`src/rtl/holly_bus_router.sv`:
```
// HOLLY data-side bus router: decodes one core request into NUM_TGT windows or a default target
// and returns a registered response. Optional per-request timeout under BUS_ROUTER_TIMEOUT_EN.
module holly_bus_router #(
  parameter int unsigned                 ADDR_W    = 29,
  parameter int unsigned                 DATA_W    = 64,
  parameter int unsigned                 NUM_TGT   = 4,
  parameter logic [NUM_TGT*ADDR_W-1:0]   TGT_BASE  = '0,
  parameter logic [NUM_TGT*ADDR_W-1:0]   TGT_LIMIT = '0,
  parameter int unsigned                 TIMEOUT   = 255
) (
  input  logic                          clk,
  input  logic                          rst,
  input  logic [31:0]                   req_addr,
  input  logic [DATA_W-1:0]             req_wdata,
  input  logic [DATA_W/8-1:0]           req_wmask,
  input  logic                          req_wen,
  input  logic                          req_valid,
  output logic [DATA_W-1:0]             resp_rdata,
  output logic                          resp_valid,
  output logic                          resp_err,
  output logic [ADDR_W-1:0]             t_req_addr,
  output logic [DATA_W-1:0]             t_req_wdata,
  output logic [DATA_W/8-1:0]           t_req_wmask,
  output logic                          t_req_wen,
  output logic [NUM_TGT:0]              t_req_valid,
  input  logic [(NUM_TGT+1)*DATA_W-1:0] t_resp_rdata,
  input  logic [NUM_TGT:0]              t_resp_valid,
  output logic [15:0]                   err_count
);

  typedef enum logic [1:0] {ST_IDLE, ST_WAIT, ST_RESP} state_t;

  state_t                r_state;
  state_t                w_next_state;
  logic [ADDR_W-1:0]     r_addr;
  logic [DATA_W-1:0]     r_wdata;
  logic [DATA_W/8-1:0]   r_wmask;
  logic                  r_wen;
  logic [NUM_TGT:0]      r_t_req_valid;
  logic [DATA_W-1:0]     r_rdata;
  logic [ADDR_W-1:0]     w_addr;
  logic [NUM_TGT:0]      w_sel;
  logic                  w_hit;
  logic [DATA_W-1:0]     w_rdata;
  logic                  w_resp_hit;
  logic                  w_timeout;
  logic                  w_resp_valid;
  logic                  w_unused_addr;

  assign w_addr        = req_addr[ADDR_W-1:0];
  assign w_unused_addr = ^req_addr[31:ADDR_W];

  // First matching window wins; anything unmatched goes to the default target.
  always_comb begin
    w_sel = '0;
    w_hit = 1'b0;
    for (int unsigned i = 0; i < NUM_TGT; i++) begin
      if (!w_hit && (w_addr >= TGT_BASE[i*ADDR_W +: ADDR_W]) &&
          (w_addr <= TGT_LIMIT[i*ADDR_W +: ADDR_W])) begin
        w_sel[i] = 1'b1;
        w_hit    = 1'b1;
      end
    end
    if (!w_hit) w_sel[NUM_TGT] = 1'b1;
  end

  // t_req_valid is one-hot, so it doubles as the response mux select.
  always_comb begin
    w_rdata = '0;
    for (int unsigned i = 0; i <= NUM_TGT; i++) begin
      if (r_t_req_valid[i]) w_rdata = w_rdata | t_resp_rdata[i*DATA_W +: DATA_W];
    end
  end

  assign w_resp_hit = (r_state == ST_WAIT) && (|(t_resp_valid & r_t_req_valid));

`ifdef BUS_ROUTER_TIMEOUT_EN
  logic [15:0] r_to_cnt;
  logic        r_err;
  logic [15:0] r_err_count;

  assign w_timeout = (r_state == ST_WAIT) && !w_resp_hit && (r_to_cnt == 16'(TIMEOUT - 1));

  always_ff @(posedge clk) begin
    if (rst) begin
      r_to_cnt    <= '0;
      r_err       <= 1'b0;
      r_err_count <= '0;
    end else begin
      if (r_state == ST_IDLE) r_to_cnt <= '0;
      else if ((r_state == ST_WAIT) && !w_resp_hit) r_to_cnt <= r_to_cnt + 16'd1;

      if (w_resp_hit) r_err <= 1'b0;
      else if (w_timeout) begin
        r_err <= 1'b1;
        if (r_err_count != '1) r_err_count <= r_err_count + 16'd1;
      end
    end
  end

  assign resp_err  = r_err;
  assign err_count = r_err_count;
`else
  assign w_timeout = 1'b0;
  assign resp_err  = 1'b0;
  assign err_count = '0;
`endif

  always_ff @(posedge clk) begin
    if (rst) r_state <= ST_IDLE;
    else     r_state <= w_next_state;
  end

  always_comb begin
    w_next_state = r_state;
    case (r_state)
      ST_IDLE: if (req_valid) w_next_state = ST_WAIT;
      ST_WAIT: if (w_resp_hit || w_timeout) w_next_state = ST_RESP;
      ST_RESP: w_next_state = ST_IDLE;
      default: w_next_state = ST_IDLE;
    endcase
  end

  always_comb begin
    w_resp_valid = (r_state == ST_RESP);
  end

  always_ff @(posedge clk) begin
    if (rst) begin
      r_addr        <= '0;
      r_wdata       <= '0;
      r_wmask       <= '0;
      r_wen         <= 1'b0;
      r_t_req_valid <= '0;
      r_rdata       <= '0;
    end else begin
      if ((r_state == ST_IDLE) && req_valid) begin
        r_addr        <= w_addr;
        r_wdata       <= req_wdata;
        r_wmask       <= req_wmask;
        r_wen         <= req_wen;
        r_t_req_valid <= w_sel;
      end
      if (w_resp_hit) begin
        r_rdata       <= r_wen ? '0 : w_rdata;
        r_t_req_valid <= '0;
      end else if (w_timeout) begin
        r_rdata       <= '1;
        r_t_req_valid <= '0;
      end
    end
  end

  assign resp_rdata  = r_rdata;
  assign resp_valid  = w_resp_valid;
  assign t_req_addr  = r_addr;
  assign t_req_wdata = r_wdata;
  assign t_req_wmask = r_wmask;
  assign t_req_wen   = r_wen;
  assign t_req_valid = r_t_req_valid;

endmodule
```
`config.mk`:
```
export PLATFORM = sky130hd
export DESIGN_NAME = holly_bus_router
export DESIGN_NICKNAME = d
export VERILOG_FILES = /design/src/rtl/holly_bus_router.sv
export SDC_FILE = /design/constraint.sdc
export NUM_CORES = 1
export LEC_CHECK = 0
export BUFFER_PORTS_ARGS = -buffer_cell sky130_fd_sc_hd__buf_2
export CORE_AREA = 2 2 241 243
export CTS_CLUSTER_DIAMETER = 100
export CTS_CLUSTER_SIZE = 25
export DETAILED_ROUTE_END_ITERATION = 12
export DIE_AREA = 0 0 243 245
export MAX_ROUTING_LAYER = met4
export PLACE_DENSITY_LB_ADDON = 0.05
export SYNTH_ARGS = -nofsm -noshare
export SYNTH_HDL_FRONTEND = slang
export SYNTH_SLANG_ARGS = --single-unit
```
`constraint.sdc`:
```
create_clock -name clk -period 3.1 [get_ports clk]
set_clock_uncertainty 0.05 [all_clocks]
set_input_delay 0.62 -clock clk [delete_from_list [all_inputs] [get_ports clk]]
set_output_delay 0.62 -clock clk [all_outputs]
set_load 0.1 [all_outputs]
```
* After elaboration in Yosys (flattened, before gate mapping)
Index checks and enable logic that the tools add are counted.
** Operators by class
- Bitwise operators :: 5
- $lt $le $gt $ge :: 2
- Equal/unequal tests :: 4
- Reductions and logical operators :: 16
- Multiplexer cells :: 17
** Operators with widths (count)
- $mux W64 :: 6
- $or A64 B64 Y64 :: 4
- $ge A29 B1 Y1 const B :: 1
- $le A29 B1 Y1 const B :: 1
- $logic_and A1 B1 Y1 :: 9
- $mux W1 :: 8
- $and A5 B5 Y5 :: 1
- $reduce_or A5 Y1 :: 1
- $mux W2 :: 2
- $ne A2 B2 Y1 const B :: 2
- $pmux W2 S2 :: 1
- $logic_not A1 Y1 :: 3
- $eq A2 B1 Y1 const B :: 1
- $eq A2 B2 Y1 const B :: 1
- $logic_not A2 Y1 :: 1
- $reduce_and A2 Y1 :: 1
- $reduce_or A2 Y1 :: 1
** Word-level totals
- Register bits :: 173
- Output and inout bits :: 189
- Input port bits :: 433

* Depth between registers and ports, before layout
- Depth after elaboration :: 16
- Gate-level depth with buffers :: 6

* Least setup slack after synthesis
Ideal clock, no wire load.
- Path type :: reg-to-output
- From :: register r_state[1]
- To :: output resp_valid
- Required time :: 2430 ps
- Path buffers :: 0
- Cell stages (with the launch flop) :: 2
- Arrival :: 1712 ps
- Setup slack :: 718 ps
- Cells stage by stage :: dfxtp_1 -> nor2b_1
** On the way
- Longest elaborated chain between the ends :: 1
** RTL lines
- start: declaration :: line 33 : state_t r_state;
- start signal: assignment :: line 111 : else r_state <= w_next_state;
- $eq A2 B2 Y1 :: line 125 : w_resp_valid = (r_state == ST_RESP);
- end: declaration :: line 19 : output logic resp_valid,
No other way between the ends.

* Worst setup path after layout
- From :: register r_t_req_valid[4], in the netlist t_req_valid[4]
- To :: output t_req_valid[4]
** RTL lines
- start: declaration :: line 39 : logic [NUM_TGT:0] r_t_req_valid;
- start signal: assignment :: line 142 : r_t_req_valid <= w_sel;
- end: declaration :: line 25 : output logic [NUM_TGT:0] t_req_valid,
No word-level cell between the ends.

==> impl_metrics.py <==
metrics = {
    "pwr": {
        "leakagePower_nw": 4.41,
        "totalPowerFinal_mw": 6.03,
        "ir_drop_v": 0.000405,
        "p_per_area_nw_per_um2": 605,
    },
    "placement": {
        "hpwl_um": 24300,
        "globalplace.congestion": 0.742,
        "io_buffers": 403,
    },
    "floorplanning": {
        "die_height_um": 245,
        "dieWidth_um": 243,
        "die-area_um2": 59500,
        "io_pins": 622,
        "start_util_pct": 11.5,
        "core.rowCount": 88,
        "core_um2": 57000,
    },
    "cts": {
        "cts_tree": "built",
        "cts_root_buf": "clkbuf_16",
        "numClockSinks": 170,
        "postCtsSetupRepairBufs": 0,
        "ctsResizeCount": 0,
        "hold_buffers": 0,
        "clk_latency_ps": 480,
        "clockBufferDepth": 2,
        "numCtsBuffers": 17,
        "cts.clk_slew.worst_paths_ps": 80,
        "htree_levels": 4,
    },
    "layout": {
        "synthToLayoutAreaGrowth_pct": 52.5,
        "regArea_um2": 3410,
        "drive_gt1_share_pct": 43.4,
        "multi_input_area_um2": 2780,
        "fill_cells": 6624,
        "num-nets-final": 1586,
    },
    "run": {
        "max_cap_violations": 0,
    },
    "sta": {
        "tns_ps": 0,
        "rsz0062_at_grt": "no",
        "slew_violations": 0,
        "hold_ws_ps": 314,
        "timing.fmax_mhz": 437,
        "tightestPinTransition_ps": 710,
        "fin_crit_sh_pct": 73.8,
        "setup_viol": 0,
        "hold_violations": 0,
        "fin_crit_ps": 2290,
        "slew_headroom_pct": 52.6,
    },
    "synth": {
        "ys.flop_type": "dfxtp_1",
        "ys_top_cells_by_count": "nand2_1, dfxtp_1, a21oi_1, a22oi_1, o21ai_2",
        "syn_area_um2": 6530,
        "syn_inst": 779,
        "synth_area_per_cell_um2": 8.39,
        "seq_area_frac_synth_pct": 52.1,
        "ys_seq_elements": 170,
        "yosysMostFrequentCell": "nand2_1",
        "synth_top_area_cell": "dfxtp_1",
        "synth_cell_types": 24,
        "synth_edf_count": 0,
        "yosysWarnings": 0,
        "synth_area_leaders": "dfxtp_1, nand2_1, a21oi_1",
        "async_reset_ff_share_pct": 0,
        "synth_top_area_share_pct": 52.1,
    },
    "worst_setup_path": {
        "arrival_ps": 1620,
        "cp_max_fo": 23,
        "end_kind": "primary output",
        "critPathKind": "flop to primary output",
        "required_ps": 2430,
        "critPathLaunchType": "flop",
    },
    "grt": {
        "grt_pass1_vias": 6827,
        "grt.total_usage_pct": 11.4,
        "gr-total-overflow": 0,
        "grt_max_degree": 99,
        "antenna_found_initial": 13,
        "grt_first_pass_wirelength_um": 47200,
    },
    "hold_path": {
        "min_path_type": "primary input to flop",
    },
    "status": {
        "status": "finished, final reports clean",
    },
    "routing": {
        "post_drt_wl_per_cell_um": 17.1,
        "totalWireLength_um": 33100,
        "ant_nets": 0,
        "via_per_inst": 3.47,
        "vias": 6745,
        "firstDrtPassIters": 4,
        "drtIter0Drc": 230,
        "drc": 0,
    },
}
[final cells by class]
class	count	area share (%)
antenna	11	0.276
clock buffer	19	4.54
clock inverter	13	1.41
multi-input combinational	546	27.9
sequential	170	34.2
tap	765	9.60
timing repair buffer	418	22.1
[power breakdown]
| part | internal (mW) | total, mW | leakage, nW | switching (mW) |
|---|---|---|---|---|
| Combinational | 0.273 | 1.41 | 2.74 | 1.13 |
| Sequential | 2.28 | 2.32 | 1.39 | 0.0438 |
| Clock | 1.23 | 2.30 | 0.288 | 1.07 |
[stage by stage]
stage	worst slack [ps]	utilization, %	cells	instance area (µm²)
3_5_place_dp	859	16.4	1899	9350
6_report	813	17.5	1942	9970
5_1_grt	698	17.5	1941	9960
4_1_cts	718	17.4	1931	9940
3_3_place_gp	863	16.4	1899	9350
2_1_floorplan	718	-	798	6610
[worst paths after layout]
kind	slack, ps	to	cells past startpoint	startpoint
max	810	t_req_valid[4]	2	t_req_valid[4]
min	310	t_req_wdata[32]	3	req_wdata[32]
max reg2reg	1210	resp_rdata[0]	5	r_state[0]
min reg2reg	390	resp_rdata[11]	2	resp_rdata[11]
[registers in the layout (all words and copies together) (netlist names)]
register / count
resp_rdata: 64
r_state: 2
t_req_addr: 29
t_req_wen: 1
t_req_wmask: 8
t_req_valid: 2
t_req_wdata: 64
[kinds of logic (layout without fill, tap and decap cells)]
group	after synthesis	after routing	share of synthesized area, %
buffers and inverters	82	450	6.97
AND/OR/NAND/NOR	290	290	17.3
AO/OA/AOI/OAI	236	236	23.6
other	1	31	0.0574
flip-flops	170	170	52.1
[cells in the final DEF (no fill, tap or decap), drive strengths merged, types with 2 or more instances in the layout]
master | synthesis | routed
bufinv | 0 | 2
inv | 0 | 4
dfxtp | 170 | 170
or3 | 2 | 2
clkbuf | 36 | 19
buf | 46 | 418
conb | 1 | 20
nand2 | 272 | 272
a21oi | 104 | 104
diode | 0 | 11
o21ai | 64 | 64
nor2 | 4 | 4
nor4 | 6 | 6
clkinvlp | 0 | 3
clkinv | 0 | 4
a22oi | 65 | 65
[routing by layer]
metal	vias up	global-route usage (%)	routed length, µm
met4	0	3.63	391
li1	3366	-	-
met1	3113	13.3	14500
met3	23	6.00	3480
met2	243	16.7	14700
met5	-	-	0
[critical path, stage by stage, from the launching register on]
cell and delay [ps]:
dfxtp_2 330, buf_4 310, buf_2 500
Note: power is estimated with default switching activity, not from simulation.
